$ cat src/rtl/vram_slot_arbiter_if.sv
// VRAM arbiter bus bundle: timing, video fetch, CPU strobe and RAM pins.
// slave = arbiter side, master = requesters/RAM side.
interface vram_slot_arbiter_if #(
  parameter int AW = 14,
  parameter int DW = 8
);
  logic          hb;
  logic          vb;
  logic          vid_req;
  logic [AW-1:0] vid_addr;
  logic          vid_gnt;
  logic          vid_valid;
  logic [DW-1:0] vid_rdata;
  logic          cpu_req;
  logic          cpu_we;
  logic [AW-1:0] cpu_addr;
  logic [DW-1:0] cpu_wdata;
  logic          cpu_busy;
  logic          cpu_ack;
  logic [DW-1:0] cpu_rdata;
  logic [AW-1:0] mem_addr;
  logic          mem_we;
  logic [DW-1:0] mem_wdata;
  logic [DW-1:0] mem_rdata;
  logic          starve_flag;

  modport slave (
    input  hb, vb, vid_req, vid_addr,
    input  cpu_req, cpu_we, cpu_addr, cpu_wdata,
    input  mem_rdata,
    output vid_gnt, vid_valid, vid_rdata,
    output cpu_busy, cpu_ack, cpu_rdata,
    output mem_addr, mem_we, mem_wdata,
    output starve_flag
  );

  modport master (
    output hb, vb, vid_req, vid_addr,
    output cpu_req, cpu_we, cpu_addr, cpu_wdata,
    output mem_rdata,
    input  vid_gnt, vid_valid, vid_rdata,
    input  cpu_busy, cpu_ack, cpu_rdata,
    input  mem_addr, mem_we, mem_wdata,
    input  starve_flag
  );
endinterface

$ cat src/rtl/vram_slot_arbiter.sv
// Single-port VRAM arbiter: CPU owns blanking, video owns active display
// except one CPU slot per CPU_SLOT_DIV cycles. Ports: vclk, reset, bus
// (slave). Optional starvation guard enabled by macro STARVE_GUARD_EN.
module vram_slot_arbiter #(
  parameter int AW           = 14,
  parameter int DW           = 8,
  parameter int CPU_SLOT_DIV = 4,
  parameter int STARVE_MAX   = 15
) (
  input logic                vclk,
  input logic                reset,
  vram_slot_arbiter_if.slave bus
);
  localparam int SW = $clog2(CPU_SLOT_DIV);
  localparam logic [SW-1:0] LAST = SW'(CPU_SLOT_DIV - 1);

  if (STARVE_MAX < 1 || STARVE_MAX > 255) begin : g_bad_max
    $error("STARVE_MAX out of range");
  end

  logic [SW-1:0] slot_cnt;
  logic          pend;
  logic          p_we;
  logic [AW-1:0] p_addr;
  logic [DW-1:0] p_wdata;
  logic          busy;
  logic          s1_cpu;
  logic          s1_vid;
  logic [AW-1:0] m_addr;
  logic          m_we;
  logic [DW-1:0] m_wdata;
  logic          ack_q;
  logic          val_q;
  logic [DW-1:0] crd_q;
  logic [DW-1:0] vrd_q;
  logic          blank;
  logic          cpu_slot;
  logic          force_c;
  logic          take_cpu;
  logic          take_vid;

  assign blank    = bus.hb | bus.vb;
  assign cpu_slot = blank | (slot_cnt == LAST);

  always_comb begin
    take_cpu = 1'b0;
    take_vid = 1'b0;
    if (force_c && pend) begin
      take_cpu = 1'b1;
    end else if (cpu_slot) begin
      if (pend) take_cpu = 1'b1;
      else      take_vid = bus.vid_req;
    end else begin
      if (bus.vid_req) take_vid = 1'b1;
      else             take_cpu = pend;
    end
  end

`ifdef STARVE_GUARD_EN
  logic [7:0] starve_cnt;
  logic       flag_q;

  assign force_c         = (starve_cnt >= 8'(STARVE_MAX));
  assign bus.starve_flag = flag_q;

  always_ff @(posedge vclk or posedge reset) begin
    if (reset) begin
      starve_cnt <= '0;
      flag_q     <= 1'b0;
    end else begin
      if (take_cpu)
        starve_cnt <= '0;
      else if (pend && starve_cnt != 8'hff)
        starve_cnt <= starve_cnt + 8'd1;
      if (force_c && pend)
        flag_q <= 1'b1;
    end
  end
`else
  assign force_c         = 1'b0;
  assign bus.starve_flag = 1'b0;
`endif

  always_ff @(posedge vclk or posedge reset) begin
    if (reset) begin
      slot_cnt <= '0;
      pend     <= 1'b0;
      p_we     <= 1'b0;
      p_addr   <= '0;
      p_wdata  <= '0;
      busy     <= 1'b0;
      s1_cpu   <= 1'b0;
      s1_vid   <= 1'b0;
      m_addr   <= '0;
      m_we     <= 1'b0;
      m_wdata  <= '0;
      ack_q    <= 1'b0;
      val_q    <= 1'b0;
      crd_q    <= '0;
      vrd_q    <= '0;
    end else begin
      slot_cnt <= blank ? '0 : slot_cnt + SW'(1);

      // capture needs busy low, issue needs pend high: never both
      if (bus.cpu_req && !busy) begin
        pend    <= 1'b1;
        p_we    <= bus.cpu_we;
        p_addr  <= bus.cpu_addr;
        p_wdata <= bus.cpu_wdata;
        busy    <= 1'b1;
      end else if (take_cpu) begin
        pend <= 1'b0;
      end
      if (ack_q) busy <= 1'b0;

      s1_cpu <= take_cpu;
      s1_vid <= take_vid;
      if (take_cpu) begin
        m_addr  <= p_addr;
        m_we    <= p_we;
        m_wdata <= p_wdata;
      end else begin
        if (take_vid) m_addr <= bus.vid_addr;
        m_we <= 1'b0;
      end

      ack_q <= s1_cpu;
      val_q <= s1_vid;
      if (s1_vid)          vrd_q <= bus.mem_rdata;
      if (s1_cpu && !m_we) crd_q <= bus.mem_rdata;
    end
  end

  assign bus.vid_gnt   = take_vid & ~reset;
  assign bus.vid_valid = val_q;
  assign bus.vid_rdata = vrd_q;
  assign bus.cpu_busy  = busy;
  assign bus.cpu_ack   = ack_q;
  assign bus.cpu_rdata = crd_q;
  assign bus.mem_addr  = m_addr;
  assign bus.mem_we    = m_we;
  assign bus.mem_wdata = m_wdata;
endmodule

$ cat src/flat_wrapper.sv
// flat-port wrapper written by rule: the top's interface ports become plain ports
module vram_slot_arbiter_flat 
#(
  parameter int AW           = 14,
  parameter int DW           = 8,
  parameter int CPU_SLOT_DIV = 4,
  parameter int STARVE_MAX   = 15
)
  (vclk, reset, bus_hb, bus_vb, bus_vid_req, bus_vid_addr, bus_cpu_req, bus_cpu_we, bus_cpu_addr, bus_cpu_wdata, bus_mem_rdata, bus_vid_gnt, bus_vid_valid, bus_vid_rdata, bus_cpu_busy, bus_cpu_ack, bus_cpu_rdata, bus_mem_addr, bus_mem_we, bus_mem_wdata, bus_starve_flag);
  vram_slot_arbiter_if #(.AW(AW), .DW(DW)) bus_i ();
  input logic vclk;
  input logic reset;
  input wire logic [$bits(bus_i.hb)-1:0] bus_hb;
  input wire logic [$bits(bus_i.vb)-1:0] bus_vb;
  input wire logic [$bits(bus_i.vid_req)-1:0] bus_vid_req;
  input wire logic [$bits(bus_i.vid_addr)-1:0] bus_vid_addr;
  input wire logic [$bits(bus_i.cpu_req)-1:0] bus_cpu_req;
  input wire logic [$bits(bus_i.cpu_we)-1:0] bus_cpu_we;
  input wire logic [$bits(bus_i.cpu_addr)-1:0] bus_cpu_addr;
  input wire logic [$bits(bus_i.cpu_wdata)-1:0] bus_cpu_wdata;
  input wire logic [$bits(bus_i.mem_rdata)-1:0] bus_mem_rdata;
  output wire logic [$bits(bus_i.vid_gnt)-1:0] bus_vid_gnt;
  output wire logic [$bits(bus_i.vid_valid)-1:0] bus_vid_valid;
  output wire logic [$bits(bus_i.vid_rdata)-1:0] bus_vid_rdata;
  output wire logic [$bits(bus_i.cpu_busy)-1:0] bus_cpu_busy;
  output wire logic [$bits(bus_i.cpu_ack)-1:0] bus_cpu_ack;
  output wire logic [$bits(bus_i.cpu_rdata)-1:0] bus_cpu_rdata;
  output wire logic [$bits(bus_i.mem_addr)-1:0] bus_mem_addr;
  output wire logic [$bits(bus_i.mem_we)-1:0] bus_mem_we;
  output wire logic [$bits(bus_i.mem_wdata)-1:0] bus_mem_wdata;
  output wire logic [$bits(bus_i.starve_flag)-1:0] bus_starve_flag;
  assign bus_i.hb = bus_hb;
  assign bus_i.vb = bus_vb;
  assign bus_i.vid_req = bus_vid_req;
  assign bus_i.vid_addr = bus_vid_addr;
  assign bus_i.cpu_req = bus_cpu_req;
  assign bus_i.cpu_we = bus_cpu_we;
  assign bus_i.cpu_addr = bus_cpu_addr;
  assign bus_i.cpu_wdata = bus_cpu_wdata;
  assign bus_i.mem_rdata = bus_mem_rdata;
  assign bus_vid_gnt = bus_i.vid_gnt;
  assign bus_vid_valid = bus_i.vid_valid;
  assign bus_vid_rdata = bus_i.vid_rdata;
  assign bus_cpu_busy = bus_i.cpu_busy;
  assign bus_cpu_ack = bus_i.cpu_ack;
  assign bus_cpu_rdata = bus_i.cpu_rdata;
  assign bus_mem_addr = bus_i.mem_addr;
  assign bus_mem_we = bus_i.mem_we;
  assign bus_mem_wdata = bus_i.mem_wdata;
  assign bus_starve_flag = bus_i.starve_flag;
  vram_slot_arbiter #(.AW(AW), .DW(DW), .CPU_SLOT_DIV(CPU_SLOT_DIV), .STARVE_MAX(STARVE_MAX)) u_core (.vclk(vclk), .reset(reset), .bus(bus_i));
endmodule
$ cat config.mk
export PLATFORM = sky130hd
export DESIGN_NAME = vram_slot_arbiter_flat
export DESIGN_NICKNAME = d
export VERILOG_FILES = /design/src/rtl/vram_slot_arbiter_if.sv /design/src/rtl/vram_slot_arbiter.sv /design/src/flat_wrapper.sv
export SDC_FILE = /design/constraint.sdc
export NUM_CORES = 1
export LEC_CHECK = 0
export BUFFER_PORTS_ARGS = -buffer_cell sky130_fd_sc_hd__buf_2
export CAP_MARGIN = 40
export CORE_UTILIZATION = 40
export CTS_CLUSTER_SIZE = 10
export DETAILED_ROUTE_END_ITERATION = 7
export PLACE_DENSITY = 0.66
export SYNTH_ARGS = -nofsm -noshare
export SYNTH_HDL_FRONTEND = slang
export SYNTH_SLANG_ARGS = --single-unit
$ cat constraint.sdc
create_clock -name vclk -period 8 [get_ports vclk]
set_input_delay 1.6 -clock vclk [delete_from_list [all_inputs] [get_ports vclk]]
set_output_delay 1.6 -clock vclk [all_outputs]
set_load 0.01 [all_outputs]
==> flow_summary.toml, run 1 <==
[floorplan]
die_h_um = 86.10
coreArea_um2 = 6794
ioPinCount = 95
dieArea_um2 = 7412
start_util = 0.4164
rows = 30
die_w_um = 86.10

[setup_path]
max_stage_delay_ns = 0.38
critical_path_class = "in -> out"
timing.rr.start = "u_core.pend$_DFFE_PP0P_"
cp-startpoint = "reset"
path_max_fanout = 38
critPathCaptureType = "output pin"
crit_path_top_delay_cell = "buf_4"
required_ns = 6.40
cp-start-kind = "input port"
crit_top_cell = "buf_2"
arrival_ns = 2.72
cp_cell_sequence = "buf_2 -> inv_2 -> buf_4 -> buf_12 -> and3_1 -> buf_2"

[synthesis]
ys_warn_count = 0
syn-num-nets = 241
yosysSeqAreaShare = 0.6192
ys_types = 22
syn_area_um2 = 2829
syn-instance-count = 189
synth-seq-cells = 70
syn_area_per_cell_um2 = 14.97

[layout]
synthToLayoutAreaGrowth_pct = 26.89
final_cell_area_um2 = 3590
fin_nets = 336
drive_gt1_frac = 0.5675
diodes = 0

[clock_network]
numCtsBuffers = 9
cts_setup_buffers = 0
cts.sinks = 70
insertion_delay_ns = 0.34
cts_hold_buf = 0
tritoncts = "yes"
cts_resized = 0
ctsHtreeMaxLevel = 3
clock_path_buffers = 2
root_buffer = "clkbuf_8"
clk_pin_slew_ns = 0.07

[detailed_routing]
met3WireLength_um = 408
firstDrtPassIters = 4
wl_met1_um = 2649
vias = 1842
met2_length_um = 2517
first_iter_violations = 52
routedWlPerCell_um = 14.78
ant_nets = 0
totalWireLength_um = 5689
vias_per_cell = 4.784
drcViolationCount = 0
top_layer = "met4"

[global_routing]
grt_pass1_vias = 1836
grt_pass1_wl_um = 9197
grt_max_degree = 39
antenna_found_initial = 0
grt-ovfl-total = 0
grtUsageTotal = 0.1661

[outcome]
status = "completed"

[sta]
worst-slew-pin-transition_ns = 0.5908
drv_slew = 0
min_period_over_period = 0.5398
slew_headroom = 0.6043
rsz0062_at_grt = "no"
fin_setup_tns_ns = 0
hold_viol = 0
fmax_mhz = 231.6
setup_viol = 0
fin_crit_ns = 4.318
skew_ns = 0.008236

[worst_hold_path]
hold_class = "reg -> reg"
hp-start = "u_core.bus.cpu_ack$_DFF_PP0_"

[pwr]
max-vdd-ir-drop_uv = 115.5
powerDensity_nw_per_um2 = 314.8
leakage_nw = 1.748

[run]
drv_cap = 0

[place]
place_hpwl_um = 3979
finalWeightedCongestion = 0.7104
dpl_cell_area_um2 = 3390
io_buffers = 93
[worst max-delay path, delay by kind of cell]
kind	cells	cell delay [ns]
buffers and inverters	5	0.92
AND/OR/NAND/NOR	1	0.18
[layer usage]
metal | up-vias | GRT usage
li1 | 869 | -
met1 | 889 | 0.2284
met5 | - | 0
met2 | 74 | 0.2439
met3 | 10 | 0.04042
met4 | 0 | 0.08636
[Yosys cell counts]
| cell type | n | area (µm²) |
|---|---|---|
| dfrtp_1 | 70 | 1752 |
| mux2_2 | 43 | 484.2 |
| nor2_1 | 16 | 60.06 |
| a221o_1 | 14 | 140.1 |
| mux2i_1 | 14 | 140.1 |
| clkbuf_1 | 6 | 22.52 |
| buf_2 | 4 | 20.02 |
| mux2_4 | 4 | 60.06 |
| buf_6 | 3 | 33.78 |
| and2_1 | 2 | 12.51 |
| nor2b_1 | 2 | 12.51 |
| a21o_1 | 1 | 7.510 |
| and3_1 | 1 | 6.260 |
| buf_4 | 1 | 7.510 |
| conb_1 | 1 | 3.750 |
| ha_1 | 1 | 12.51 |
| inv_1 | 1 | 3.750 |
| nand2b_1 | 1 | 6.260 |
| nor3_1 | 1 | 5.000 |
| nor3b_1 | 1 | 7.510 |
| nor4b_4 | 1 | 23.77 |
| o31ai_1 | 1 | 7.510 |
[layout by cell type, fill, tap and decap left out, drive strengths merged]
| cell | count |
|---|---|
| buf | 98 |
| dfrtp | 70 |
| mux2 | 47 |
| nor2 | 16 |
| mux2i | 14 |
| a221o | 14 |
| clkbuf | 12 |
| clkinv | 3 |
| nor2b | 2 |
| and2 | 2 |
| nor4b | 1 |
| nor3 | 1 |
| o31ai | 1 |
| nor3b | 1 |
| inv | 1 |
| and3 | 1 |
| nand2b | 1 |
| a21o | 1 |
| ha | 1 |
| conb | 1 |
| bufinv | 1 |
[flip-flops by register name, summed over array words and instances, names as in the netlist]
register              flops
u_core.bus.cpu_rdata      8
u_core.bus.mem_we         1
u_core.s1_cpu             1
u_core.pend               1
u_core.bus.cpu_busy       1
u_core.bus.vid_valid      1
u_core.p_we               1
u_core.p_addr            14
u_core.bus.mem_addr      14
u_core.slot_cnt           2
u_core.p_wdata            8
u_core.bus.mem_wdata      8
u_core.bus.vid_rdata      8
u_core.bus.cpu_ack        1
u_core.s1_vid             1
[power by group]
part	total [W]	switching (W)	internal (W)
registers	0.000549	0.0000669	0.000482
clock network	0.000287	0.000128	0.000160
logic	0.000294	0.000123	0.000171
total	0.00113	0.000317	0.000812
[cell type report]
| cell class | instances | area [µm²] |
|---|---|---|
| fill | 607 | 3204 |
| sequential | 70 | 1752 |
| multi-input combinational | 104 | 994.7 |
| timing repair buffer | 98 | 519.2 |
| clock buffer | 12 | 155.1 |
| tap | 96 | 120.1 |
| clock inverter | 4 | 45.04 |
| inverter | 1 | 3.754 |
[per-stage QoR]
stage                      power, W  hold WS, ns  utilization  setup slack [ns]  std cells
after floorplan           0.0007383       0.3519            -             2.940        189
after global placement    0.0008433       0.3929       0.4943             3.532        367
after detailed placement  0.0008560       0.4132       0.4989             3.626        369
after CTS                  0.001145       0.4261       0.5284             3.623        385
after global routing       0.001198       0.4392       0.5284             3.517        385
final                      0.001130       0.4234       0.5284             3.682        385
[path summary, 6_finish.rpt]
path | endpoint | slack, ns | cells past startpoint
worst max-delay path | bus_vid_gnt | 3.68 | 6
worst min-delay path | u_core.bus.cpu_busy$_DFFE_PP0P_ | 0.42 | 1
worst max register to register | u_core.bus.mem_wdata[5]$_DFFE_PP0P_ | 5.87 | 3
worst min register to register | u_core.bus.cpu_busy$_DFFE_PP0P_ | 0.42 | 1
max in group asynchronous | u_core.slot_cnt[1]$_DFF_PP0_ | 6.11 | 4
min in group asynchronous | u_core.bus.cpu_rdata[4]$_DFFE_PP0P_ | 1.34 | 3
[cells by family (layout without fill, tap and decap cells)]
group | Yosys count | count (layout) | synth area share
compound gates | 16 | 16 | 0.05484
buf+inv | 15 | 115 | 0.03096
fa+ha+maj | 1 | 1 | 0.004422
other cells | 1 | 1 | 0.001326
mux | 61 | 61 | 0.2419
simple gates | 25 | 25 | 0.04732
flops | 70 | 70 | 0.6192
Power figures use the tool's default switching activity.
==> run 2, diff against run 1 <==
--- a/config.mk
+++ b/config.mk
@@ -10,7 +10,7 @@
 export CORE_UTILIZATION = 40
 export CTS_CLUSTER_SIZE = 10
 export DETAILED_ROUTE_END_ITERATION = 7
-export PLACE_DENSITY = 0.66
+export PLACE_DENSITY = 0.68
 export SYNTH_ARGS = -nofsm -noshare
 export SYNTH_HDL_FRONTEND = slang
 export SYNTH_SLANG_ARGS = --single-unit
==> constraint.sdc (replaced) <==
create_clock -name vclk -period 3.75 [get_ports vclk]
set_input_delay 0.75 -clock vclk [delete_from_list [all_inputs] [get_ports vclk]]
set_output_delay 0.75 -clock vclk [all_outputs]
set_load 0.01 [all_outputs]
==> run 2 against run 1 <==
Compared with the run above:
- power up 110%
- utilization up 0.37 points
- sequential share of layout area down 0.34 points
- sequential cell count unchanged
- design area up 0.70%
==> flow_summary.toml, run 2 (synthesized netlist as in run 1, its figures left out) <==
[outcome]
status = "completed"

[layout]
final_common_cell = "buf_2"
fin_nets = 338
final_core_util = 0.5320
synthToLayoutAreaGrowth_pct = 27.78
drive_gt1_frac = 0.5690
final_cell_mix = "93 x buf_2, 70 x dfrtp_1, 43 x mux2_2, 16 x nor2_1"
diodes = 0
final_cell_area_um2 = 3615

[global_routing]
antenna_found_initial = 0
grt_pass1_vias = 1923
grtUsageTotal = 0.1665
grt-ovfl-total = 0
grt_pass1_wl_um = 9411
grt_max_degree = 46

[setup_path]
required_ns = 3.00
crit_path_top_delay_cell = "dfrtp_1"
timing.rr.start = "u_core.slot_cnt[0]$_DFF_PP0_"
path_max_fanout = 17
cp-start-kind = "register"
critical_path_class = "reg -> out"
arrival_ns = 1.57
worst-path-buf-inv = 1
cp_top_family = "flip-flops"
max_stage_delay_ns = 0.72
cp-startpoint = "u_core.pend$_DFFE_PP0P_"
cp_cell_sequence = "o31ai_1 -> and3_1 -> buf_2"
critPathCaptureType = "output pin"

[sta]
drv_slew = 0
rsz0062_at_grt = "no"
fin_crit_ns = 2.320
fmax_mhz = 431.0
skew_ns = 0.01219
worst-slew-pin-transition_ns = 0.5971
fin_setup_tns_ns = 0
slew_headroom = 0.6019
setup_viol = 0
hold_viol = 0
min_period_over_period = 0.6187

[pwr]
powerDensity_nw_per_um2 = 664.2
leakage_nw = 1.759
max-vdd-ir-drop_uv = 392.5
power_w = 0.002401

[clock_network]
cts.sinks = 70
clock_path_buffers = 2
cts_resized = 0
tritoncts = "yes"
ctsHtreeMaxLevel = 3
root_buffer = "clkbuf_8"
cts_hold_buf = 0
clk_pin_slew_ns = 0.07
numCtsBuffers = 9
cts_setup_buffers = 0
insertion_delay_ns = 0.33

[place]
io_buffers = 93
finalWeightedCongestion = 0.7073
place_hpwl_um = 4014
dpl_cell_area_um2 = 3416

[floorplan]
die_w_um = 86.10
dieArea_um2 = 7412
start_util = 0.4164
die_h_um = 86.10
coreArea_um2 = 6794
ioPinCount = 95
rows = 30

[detailed_routing]
drcViolationCount = 0
vias = 1836
ant_nets = 0
vias_per_cell = 4.756
firstDrtPassIters = 4
routedWlPerCell_um = 14.46
totalWireLength_um = 5583
first_iter_violations = 38

[run]
drv_cap = 0

[worst_hold_path]
hp-start = "u_core.s1_cpu$_DFF_PP0_"
hold_class = "reg -> reg"
[run 2: cell type report]
cell class	count	area [µm²]
clock buffer	12	155.1
sequential	70	1752
tap	96	120.1
fill	587	3179
inverter	1	3.754
multi-input combinational	104	994.7
timing repair buffer	100	545.5
clock inverter	3	43.79
[run 2: worst paths after layout]
kind / slack [ns] / to / cells past startpoint
max reg2reg: 1.94 / u_core.bus.mem_addr[0]$_DFFE_PP0P_ / 6
min: 0.40 / u_core.bus.cpu_ack$_DFF_PP0_ / 0
max in group asynchronous: 2.72 / u_core.pend$_DFFE_PP0P_ / 4
min reg2reg: 0.40 / u_core.bus.cpu_ack$_DFF_PP0_ / 0
max: 1.43 / bus_vid_gnt / 3
min in group asynchronous: 0.50 / u_core.bus.mem_wdata[2]$_DFFE_PP0P_ / 3
[run 2: per-layer routing]
layer,global-route usage,vias to the layer above,part of all wire
met2,0.2605,65,0.46
met5,0,-,0
met4,0.06515,0,0.0072
met3,0.04524,4,0.070
met1,0.2205,896,0.47
li1,-,871,-
[run 2: report_power, final]
group | internal, W | total, W | switching (W)
Clock | 0.000340 | 0.000596 | 0.000256
Combinational | 0.000369 | 0.000630 | 0.000261
Sequential | 0.00103 | 0.00117 | 0.000146
Total | 0.00174 | 0.00240 | 0.000663
[run 2: worst reg2reg max path, stage by stage (launching register included)]
cell	delay [ns]
dfrtp_1	0.38
ha_1	0.24
nor4b_4	0.22
buf_4	0.27
nor2b_2	0.12
buf_8	0.17
a221o_1	0.30
[run 2: stage by stage]
stage | hold slack (ns) | worst slack (ns) | cells
floorplan | 0.3519 | 0.3901 | 189
global placement | 0.3787 | 1.276 | 369
detailed placement | 0.3845 | 1.498 | 371
CTS | 0.4008 | 1.381 | 386
global route | 0.4087 | 1.311 | 386
finish | 0.3962 | 1.430 | 386
